## config.mk

```make
export PLATFORM = sky130hd
export DESIGN_NAME = odd_even_sort_ctrl
export DESIGN_NICKNAME = d
export VERILOG_FILES = /design/src/rtl/odd_even_sort_ctrl.sv
export SDC_FILE = /design/constraint.sdc
export NUM_CORES = 1
export LEC_CHECK = 0
export CORE_MARGIN = 1
export CORE_UTILIZATION = 56
export DETAILED_ROUTE_END_ITERATION = 8
export PLACE_DENSITY = 0.77
export SYNTH_ARGS = -nofsm -noshare
export SYNTH_HDL_FRONTEND = slang
export SYNTH_SLANG_ARGS = --single-unit
```

## constraint.sdc

```tcl
create_clock -name clk -period 2.1 [get_ports clk]
set_input_delay 0.315 -clock clk [delete_from_list [all_inputs] [get_ports clk]]
set_output_delay 0.315 -clock clk [all_outputs]
set_load 0.01 [all_outputs]
```

## src/rtl/odd_even_sort_ctrl.sv

```systemverilog
// Odd-even transposition sorter: loads NUM words, sorts in NUM single-cycle phases, unloads ascending.
// Latency NUM+1 cycles from last accepted input to first out_valid; out_data holds while out_ready is low.

// Compare-exchange cell: strict unsigned compare, so equal inputs pass straight through.
module sort2 #(
    parameter int DATAWIDTH = 8
) (
    input  logic [DATAWIDTH-1:0] a,
    input  logic [DATAWIDTH-1:0] b,
    output logic [DATAWIDTH-1:0] sme,
    output logic [DATAWIDTH-1:0] big
);
    assign sme = (a > b) ? b : a;
    assign big = (a > b) ? a : b;
endmodule

module odd_even_sort_ctrl #(
    parameter int DATAWIDTH = 8,
    parameter int NUM       = 8
) (
    input  logic                 clk,
    input  logic                 rst,
    input  logic                 in_valid,
    output logic                 in_ready,
    input  logic [DATAWIDTH-1:0] in_data,
    output logic                 out_valid,
    input  logic                 out_ready,
    output logic [DATAWIDTH-1:0] out_data,
    output logic                 busy
);
    localparam int CNTW = $clog2(NUM + 1);
    localparam int IW   = $clog2(NUM);
    localparam logic [CNTW-1:0] LAST = CNTW'(NUM - 1);

    typedef enum logic [1:0] {LOAD, SORT, UNLOAD} state_t;

    state_t               state_q, state_d;
    logic [CNTW-1:0]      idx_q, idx_d;
    logic [CNTW-1:0]      phase_q, phase_d;
    logic [DATAWIDTH-1:0] arr_q    [NUM];
    logic [DATAWIDTH-1:0] arr_d    [NUM];
    logic [DATAWIDTH-1:0] even_res [NUM];
    logic [DATAWIDTH-1:0] odd_res  [NUM];
    logic [IW-1:0]        idx_sel;

    assign idx_sel = idx_q[IW-1:0];

    for (genvar k = 0; k < NUM / 2; k++) begin : g_even
        sort2 #(.DATAWIDTH(DATAWIDTH)) u_cell (
            .a   (arr_q[2*k]),
            .b   (arr_q[2*k+1]),
            .sme (even_res[2*k]),
            .big (even_res[2*k+1])
        );
    end

    // Odd phases leave the two end words untouched.
    for (genvar k = 0; k < NUM / 2 - 1; k++) begin : g_odd
        sort2 #(.DATAWIDTH(DATAWIDTH)) u_cell (
            .a   (arr_q[2*k+1]),
            .b   (arr_q[2*k+2]),
            .sme (odd_res[2*k+1]),
            .big (odd_res[2*k+2])
        );
    end
    assign odd_res[0]     = arr_q[0];
    assign odd_res[NUM-1] = arr_q[NUM-1];

    always_comb begin
        state_d = state_q;
        idx_d   = idx_q;
        phase_d = phase_q;
        arr_d   = arr_q;
        case (state_q)
            LOAD: begin
                if (in_valid) begin
                    arr_d[idx_sel] = in_data;
                    if (idx_q == LAST) begin
                        idx_d   = '0;
                        phase_d = '0;
                        state_d = SORT;
                    end else begin
                        idx_d = idx_q + CNTW'(1);
                    end
                end
            end
            SORT: begin
                for (int i = 0; i < NUM; i++) begin
                    arr_d[i] = phase_q[0] ? odd_res[i] : even_res[i];
                end
                phase_d = phase_q + CNTW'(1);
                if (phase_q == LAST) begin
                    idx_d   = '0;
                    state_d = UNLOAD;
                end
            end
            UNLOAD: begin
                if (out_ready) begin
                    if (idx_q == LAST) begin
                        idx_d   = '0;
                        state_d = LOAD;
                    end else begin
                        idx_d = idx_q + CNTW'(1);
                    end
                end
            end
            default: state_d = LOAD;
        endcase
    end

    always_ff @(posedge clk) begin
        if (rst) begin
            state_q <= LOAD;
            idx_q   <= '0;
            phase_q <= '0;
            for (int i = 0; i < NUM; i++) begin
                arr_q[i] <= '0;
            end
        end else begin
            state_q <= state_d;
            idx_q   <= idx_d;
            phase_q <= phase_d;
            arr_q   <= arr_d;
        end
    end

    assign in_ready  = (state_q == LOAD);
    assign out_valid = (state_q == UNLOAD);
    assign busy      = (state_q != LOAD);
    assign out_data  = (state_q == UNLOAD) ? arr_q[idx_sel] : '0;
endmodule

```

==> results.tsv, run 1 <==
metric	value	unit
outcome	finished, violations left	
failing checks	negative setup slack	
Max Clk Rate	432.1	MHz
core box area	10370	um2
flops & latches, synth	74	
Setup CP Type	reg2reg	
initial antenna violation count	0	
number of hold buffers added after cts	0	
syn_area_per_cell	7.929	um2
Worst slew margin	61.33	%
Final ANT Viol Nets	0	
die area	11180	um2
post-DP HPWL	18.06	mm
leading cell type in the layout, fill and taps excluded	buf_4	
Reg2Reg Setup Slack	-210	ps
clock sink count	74	
Multi-input gate area	4885	um2
root buf cell	clkbuf_8	
library cells used by synthesis	62	
WP data required	2390	ps
worst-path maximum fanout	8	
share of synthesized registers carrying an async set or reset	0	%
# nets final	995	
I/O pins	23	
Tmin final	2314	ps
final setup margin	-214.1	ps
worst-margin pin slew	578.6	ps
Mapped Cells	760	
final WL	26.86	mm
crit path DAT	2600	ps
Avg WL per Cell	25.19	um
share of layout cells above drive strength 1	41.08	%
htree depth	3	
Tot Pwr	3544	uW
CTS Buffer Depth	2	
final slew viol count	0	
commonest non-fill, non-tap cells in the layout	156 x buf_4, 62 x a21oi_1, 54 x inv_1	
WHS	285.3	ps
worst vdd ir	0.0005284	V
CP endpoint	arr_q[37]	
largest area contributor in the netlist	dfxtp_1	
GRT Total Usage	44.52	%
Clk Latency, worst-skew pair	400	ps
largest cells by area after synthesis	dfxtp_1 25%, ha_1 12%, mux2i_1 8.3%	
Die Wd	105.7	um
syn_nets	830	
Num CTS Buffers	9	
drt first pass iters	8	
RSZ-0062 raised after global routing	yes	
vias per std cell	7.123	
Synth Flop Type	dfxtp_1	
final core occ	84.05	%
Iteration-0 DRC Markers	963	
power density over the cells	406.6	nW/um2
first-pass GRT wire length	37.88	mm
die boundary height	105.7	um
Cell Area, Synth	6026	um2
Reg2Reg Launch Point	arr_q[36]	
Startpoint Class	register	
FF-to-FF path depth	9	
FILL cells	601	
DR vias	7593	
clk slew on worst S/H paths	80	ps
R2R Path End	arr_q[37]	
GP Congestion	1.017	
largest net degree at the start of global routing	43	
Initial Utilization	58.11	%
EDFF count, synth	0	
sequential cell area	1559	um2
total congestion overflow	0	
DRC Markers	0	
sequential-to-total area share from yosys stat	24.58	%
vias in the first global route	7057	
Pleak	0.003193	uW
Final Hold Fails	0	
Area after DPL	7378	um2
hold path cells	2	
Port-buffer cells	22	
Final period util	110.2	%
CTS tree	yes	
Critical Path End Type	register	
Syn-to-layout area delta	44.64	%
yosys warns	0	
CP Launch Point	arr_q[36]	
row cnt	37	
Final Setup Violations	54	
Yosys top cell area share	24.58	%
Hold Path Class	in2reg	
n_diodes	0	
fin area	8716	um2
Layout Skew	9.132	ps
max-cap violation count	0	
synthesized netlist by cell type, types with 3 or more instances:
library cell / count
o311a_1: 9
o31ai_1: 3
a21oi_1: 71
buf_2: 7
nand2_1: 27
mux2i_1: 50
o21ai_1: 4
nor2b_1: 16
and2_1: 3
a22oi_1: 19
dfxtp_1: 74
and3b_1: 4
a311oi_1: 8
or2_2: 3
nor2_1: 43
o211ai_1: 9
ha_1: 58
o22ai_1: 40
clkbuf_1: 34
a31oi_1: 15
inv_1: 60
buf_1: 6
a211oi_2: 8
and3_1: 3
and4_1: 3
o22a_1: 8
a211oi_1: 12
nand4_1: 12
o21ai_0: 24
a221oi_1: 15
nor3_1: 68
nand3b_1: 7
timing repair:
| action | CTS | global route |
|---|---|---|
| pin swaps | 13 | 69 |
| buffers inserted | 11 | 17 |
| gates resized for setup | 80 | 180 |
| setup endpoints to repair | 64 | 74 |
| cloned | 1 | 1 |
per-stage QoR:
stage | setup TNS (ps) | setup slack (ps) | std cells
4_1_cts | -60.32 | -44.71 | 1049
3_5_place_dp | -10510 | -373.1 | 1021
2_1_floorplan | 0 | 6.419 | 760
6_report | -2733 | -214.1 | 1066
5_1_grt | -6454 | -225.6 | 1066
3_3_place_gp | -8503 | -341.6 | 1021
worst min path at each step:
stage / start / end / slack (ps)
after CTS: rst / arr_q[26] / 290
after global placement: idx_q[3] / idx_q[3] / 470
final: rst / arr_q[30] / 290
after detailed placement: phase_q[2] / phase_q[2] / 490
after floorplan: idx_q[3] / idx_q[3] / 450
after global routing: rst / arr_q[27] / 300
worst max-delay path: stages (launching register included):
cell      delay [ps]
dfxtp_2          350
buf_4            150
ha_1             280
nand4_1          290
o31ai_4          400
a211oi_2         110
buf_4            170
o21ai_4          130
nor3_1            90
nor3_1           240
state kept, by name, summed over array words and instances (netlist names):
name     flops
arr_q       64
phase_q      4
state_q      2
idx_q        4
cells by family after synthesis:
| logic type | synth area share (%) |
|---|---|
| adders and majority gates | 12.04 |
| buffers and inverters | 7.371 |
| muxes | 8.493 |
| AOI/OAI and AO/OA | 29.44 |
| DFF | 24.58 |
| and+or+nand+nor | 18.07 |
report_power, final:
part | internal, uW | leakage (uW) | switching, uW
Combinational | 415 | 0.00248 | 530
Clock | 523 | 0.0000965 | 591
Sequential | 1430 | 0.000621 | 52.0
Total | 2370 | 0.00319 | 1170
metal layers:
metal	share of wire, %	global-route usage, %	vias up	wire length (um)
met2	43	68.21	639	11670
met4	7.3	27.88	0	1971
li1	-	-	3223	-
met5	0	0	-	0
met1	37	55.46	3528	9901
met3	12	11.50	203	3311
area by class of cell:
type,instances,area share [%]
flip-flops and latches,74,17.89
multi-input cells,575,56.04
well taps,136,1.952
clock buffers,14,1.981
clock inverters,2,0.1148
repair buffers,204,19.39
inverters,61,2.627
(Power assumes the default switching activity.)
==> run 2, diff against run 1 <==
CAP_MARGIN = 20   (was default)
PLACE_DENSITY = 0.74   (was 0.77)
==> results.tsv, run 2 (same netlist as run 1, synthesis figures left out) <==
metric	value	unit	change
clk slew on worst S/H paths	90	ps	was 80 ps
I/O pins	23		unchanged
Layout Skew	14.41	ps	was 9.132 ps
CP peak stage delay	740	ps	was 400 ps
setup TNS	-2628	ps	was -2733 ps
worst-path maximum fanout	3		was 8
final slew viol count	0		unchanged
worst vdd ir	0.0003428	V	was 0.0005284 V
Final Instance Count excl. Fillers	1079		was 1066
Switching Share	30.82	%	was 33.10%
Final ANT Viol Nets	0		unchanged
WP data required	2300	ps	was 2390 ps
part of the power in combinational logic	24.4	%	was 26.7%
Area after DPL	7358	um2	was 7378 um2
# nets final	1008		was 995
R2R Path End	arr_q[42]		was arr_q[37]
Num CTS Buffers	9		unchanged
crit path max-delay cell type	nor3_1		was o31ai_4
Die Wd	105.7	um	unchanged
root buf cell	clkbuf_8		unchanged
Reg2Reg Setup Slack	-650	ps	was -210 ps
Setup CP Type	reg2reg		unchanged
Startpoint Class	register		unchanged
placed cells	1015		was 1021
Reg2Reg Launch Point	arr_q[38]		was arr_q[36]
row cnt	37		unchanged
CTS Buffer Depth	2		unchanged
Max Clk Rate	363.5	MHz	was 432.1 MHz
Final Setup Violations	40		was 54
vias in the first global route	6882		was 7057
Avg WL per Cell	27.63	um	was 25.19 um
crit path DAT	2950	ps	was 2600 ps
Tmin final	2751	ps	was 2314 ps
vias per std cell	7.328		was 7.123
leading cell type in the layout, fill and taps excluded	buf_4		unchanged
Final Hold Fails	0		unchanged
failing checks	negative setup slack		unchanged
fin area	9160	um2	was 8716 um2
max FFs per register	64		unchanged
GP Congestion	0.9952		was 1.017
Hold Path Class	in2reg		unchanged
Worst Hold End	idx_q[0]		was arr_q[30]
largest net degree at the start of global routing	52		was 43
max-cap violation count	0		unchanged
Critical Path End Type	register		unchanged
GRT Total Usage	43.93	%	was 44.52%
n_diodes	0		unchanged
Tot Pwr	4064	uW	was 3544 uW
Syn-to-layout area delta	52.01	%	was 44.64%
Flop pwr share	36.9	%	was 41.9%
internal power	2811	uW	was 2371 uW
Worst slew margin	35.64	%	was 61.33%
final WL	29.81	mm	was 26.86 mm
outcome	finished, violations left		unchanged
Port-buffer cells	22		unchanged
final setup margin	-651.2	ps	was -214.1 ps
final core occ	88.33	%	was 84.05%
hold path cells	2		unchanged
CTS tree	yes		unchanged
Iteration-0 DRC Markers	1124		was 963
first-pass GRT wire length	37.05	mm	was 37.88 mm
CP delay by family, top	simple AND/OR/NAND/NOR gates		was compound AO/OA/AOI/OAI gates
htree depth	3		unchanged
die boundary height	105.7	um	unchanged
CP Launch Point	arr_q[38]		was arr_q[36]
die area	11180	um2	unchanged
initial antenna violation count	1		was 0
core box area	10370	um2	unchanged
worst-margin pin slew	958.1	ps	was 578.6 ps
drt first pass iters	6		was 8
net switching power	1253	uW	was 1173 uW
power density over the cells	443.6	nW/um2	was 406.6 nW/um2
FF-to-FF path depth	9		unchanged
Worst Min Path Start	rst		unchanged
share of layout cells above drive strength 1	45.49	%	was 41.08%
commonest non-fill, non-tap cells in the layout	162 x buf_4, 54 x a21oi_1, 52 x inv_1		was 156 x buf_4, 62 x a21oi_1, 54 x inv_1
Initial Utilization	58.11	%	unchanged
DRC Markers	0		unchanged
RSZ-0062 raised after global routing	yes		unchanged
worst-path cell chain	inv_2, ha_4, o21ai_0, nor2_1, and4b_1, buf_4, nor4_4, a21oi_1, nor3_1		was buf_4, ha_1, nand4_1, o31ai_4, a211oi_2, buf_4, o21ai_4, nor3_1, nor3_1
DR vias	7907		was 7593
Final period util	131.0	%	was 110.2%
CP bufs+invs	2		unchanged
Largest regs	arr_q x64, idx_q x4, phase_q x4		unchanged
post-DP HPWL	17.55	mm	was 18.06 mm
Pleak	0.003316	uW	was 0.003193 uW
clock sink count	74		unchanged
Top reg by flops	arr_q		unchanged
total congestion overflow	0		unchanged
Clk pwr share	38.8	%	was 31.4%
Clk Latency, worst-skew pair	390	ps	was 400 ps
==> run 2: cell types whose count changed in the layout (fill, tap and decap cells not counted), moves of 5 or more <==
cell	previous run	this run
dfxtp_1	38	33
o21ai_0	12	17
a31oi_2	5	11
ha_4	12	19
a31oi_1	10	3
ha_1	46	38
o21ai_1	12	6
a21oi_2	7	16
dfxtp_2	23	32
a21oi_1	62	54
buf_4	156	162
==> run 2: final cells by class <==
type,count,area [um2]
multi-input cells,575,5097
fillers,508,1210
repair buffers,217,1839
clock inverters,5,125.1
clock buffers,11,141.4
inverters,61,231.5
flip-flops and latches,74,1555
well taps,136,170.2
==> run 2: metrics by stage <==
step,setup slack (ps),hold slack [ps]
after CTS,-43.35,417.4
after floorplan,6.419,453.1
after detailed placement,-515.6,487.6
final,-651.2,479.7
after global routing,-685.2,495.4
after global placement,-298.4,471.9
==> run 2: what timing repair did <==
| item | CTS | global route |
|---|---|---|
| endpoints found under the setup margin | 56 | 73 |
| gates resized for setup | 75 | 217 |
| pin swaps | 12 | 78 |
| buffers inserted | 8 | 37 |
| gates cloned | 0 | 4 |
| hold buffers | 0 | 0 |
==> run 2: power groups by stage <==
stage | Clock [uW] | Combinational (uW) | Sequential, uW
4_1_cts | 1510 | 770 | 1490
6_report | 1580 | 991 | 1500
5_1_grt | 1610 | 1030 | 1500
2_1_floorplan | 0 | 405 | 1520
3_3_place_gp | 0 | 704 | 1520
3_5_place_dp | 0 | 733 | 1530
==> run 2: worst max path at each step <==
stage / end / depth (start not counted)
floorplan: arr_q[45] / 9
global placement: arr_q[40] / 7
detailed placement: arr_q[42] / 7
CTS: out_data[0] / 6
global route: arr_q[42] / 9
finish: arr_q[42] / 9
==> run 2: metal layers <==
metal,up-vias,global-route usage [%],wire length (um)
met5,-,0,13
met4,2,28.27,2556
met3,261,9.276,4143
met2,718,69.09,12690
met1,3668,54.29,10410
li1,3258,-,-
==> run 3, diff against run 2 <==
CORE_UTILIZATION = 50   (was 56)
PLACE_DENSITY = 0.67   (was 0.74)
SKIP_CTS_REPAIR_TIMING = 1   (was default)
==> results.tsv, run 3 (same netlist as run 1, synthesis figures left out) <==
metric	value	unit	change
outcome	finished, violations left		unchanged
failing checks	negative setup slack		unchanged
row cnt	39		was 37
DR vias	7266		was 7907
Largest regs	arr_q x64, idx_q x4, phase_q x4		unchanged
Top reg by flops	arr_q		unchanged
Final Setup Violations	30		was 40
crit path max-delay cell type	o31ai_4		was nor3_1
Reg2Reg Launch Point	arr_q[24]		was arr_q[38]
die area	12490	um2	was 11180 um2
Iteration-0 DRC Markers	861		was 1124
Hold Path Class	in2reg		unchanged
Clk Latency, worst-skew pair	360	ps	was 390 ps
CTS tree	yes		unchanged
Syn-to-layout area delta	41.28	%	was 52.01%
Final period util	106.7	%	was 131.0%
max-cap violation count	0		unchanged
root buf cell	clkbuf_16		was clkbuf_8
htree depth	3		unchanged
# nets final	979		was 1008
Die Wd	111.8	um	was 105.7 um
GRT Total Usage	38.44	%	was 43.93%
Initial Utilization	52.10	%	was 58.11%
Critical Path End Type	register		unchanged
crit path DAT	2460	ps	was 2950 ps
RSZ-0062 raised after global routing	yes		unchanged
commonest non-fill, non-tap cells in the layout	152 x buf_4, 60 x a21oi_1, 56 x inv_1		was 162 x buf_4, 54 x a21oi_1, 52 x inv_1
worst-path cell chain	ha_1, nand4_1, o31ai_4, buf_4, nor2_1, o21a_4, a21oi_1, nor3_1		was inv_2, ha_4, o21ai_0, nor2_1, and4b_1, buf_4, nor4_4, a21oi_1, nor3_1
WP data required	2320	ps	was 2300 ps
drt first pass iters	6		unchanged
share of layout cells above drive strength 1	35.71	%	was 45.49%
Worst slew margin	66.93	%	was 35.64%
final WL	25.64	mm	was 29.81 mm
Avg WL per Cell	24.28	um	was 27.63 um
vias per std cell	6.881		was 7.328
worst vdd ir	0.0004938	V	was 0.0003428 V
DRC Markers	0		unchanged
Layout Skew	10.04	ps	was 14.41 ps
clock sink count	74		unchanged
post-DP HPWL	17.67	mm	was 17.55 mm
worst-margin pin slew	494.9	ps	was 958.1 ps
max FFs per register	64		unchanged
Multi-input gate area	4731	um2	was 5097 um2
Worst Min Path Start	rst		unchanged
core box area	11560	um2	was 10370 um2
power density over the cells	511.2	nW/um2	was 443.6 nW/um2
largest net degree at the start of global routing	34		was 52
sequential cell area	1520	um2	was 1555 um2
Pleak	0.003094	uW	was 0.003316 uW
initial antenna violation count	0		was 1
vias in the first global route	6699		was 6882
die boundary height	111.8	um	was 105.7 um
Final Hold Fails	0		unchanged
I/O pins	23		unchanged
final setup margin	-140.9	ps	was -651.2 ps
leading cell type in the layout, fill and taps excluded	buf_4		unchanged
n_diodes	0		unchanged
total congestion overflow	0		unchanged
Port-buffer cells	22		unchanged
Final ANT Viol Nets	0		unchanged
FILL cells	865		was 508
CP Launch Point	arr_q[24]		was arr_q[38]
first-pass GRT wire length	36.59	mm	was 37.05 mm
Startpoint Class	register		unchanged
dpl ws	-220.9	ps	was -515.6 ps
Max Clk Rate	446.3	MHz	was 363.5 MHz
GP Congestion	0.9985		was 0.9952
Tmin final	2241	ps	was 2751 ps
final core occ	73.61	%	was 88.33%
Setup CP Type	reg2reg		unchanged
CP peak stage delay	450	ps	was 740 ps
worst-path maximum fanout	8		was 3
final slew viol count	0		unchanged
CTS Buffer Depth	2		unchanged
clk slew on worst S/H paths	60	ps	was 90 ps
Num CTS Buffers	9		unchanged
[run 3: cell count changes in the layout (fill, tap and decap cells not counted), moves of 11 or more]
cell     before  now
a31oi_1       3   15
a31oi_2      11    0
buf_6        23   10
dfxtp_1      33   51
dfxtp_2      32   19
ha_1         38   49
[run 3: cell type report]
type,count,area share [%]
Clock inverter,5,1.499
Clock buffer,10,2.690
Sequential cell,74,17.86
Multi-Input combinational cell,576,55.57
Inverter,61,2.734
Tap cell,143,2.102
Timing Repair Buffer,187,17.55
[run 3: path summary, 6_finish.rpt]
| path | to | slack, ps | cells past startpoint |
|---|---|---|---|
| max | arr_q[26] | -140 | 8 |
| min | arr_q[15] | 390 | 3 |
| max reg2reg | arr_q[26] | -140 | 8 |
| min reg2reg | phase_q[2] | 500 | 2 |
[run 3: metrics by stage]
step	total power [uW]	hold slack, ps	instances	instance area, um2	TNS [ps]
final	4352	389.8	1056	8513	-1818
after CTS	4143	367.0	1041	7716	-11490
after global placement	2219	468.6	1026	7360	-4103
after detailed placement	2243	485.2	1026	7360	-6511
after floorplan	1922	453.1	760	6031	0
after global routing	4475	408.6	1056	8513	-3390
[run 3: critical path, delay by kind of cell (launching register included)]
kind	cells	cell delay, ps
simple gates	3	400
flops	1	400
compound gates	3	800
fa+ha+maj	1	320
buf+inv	1	180
[run 3: layer usage]
layer	vias to the layer above	track usage, %	routed length, um
li1	3203	-	-
met5	-	0	0
met4	0	23.24	1560
met3	112	7.186	2620
met2	493	59.67	11530
met1	3458	49.45	9926
[run 3: power breakdown]
part	leakage, uW	internal, uW	switching, uW
clock	0.000169	1280	657
combinational	0.00231	393	533
sequential	0.000611	1450	48.1
total	0.00309	3110	1240
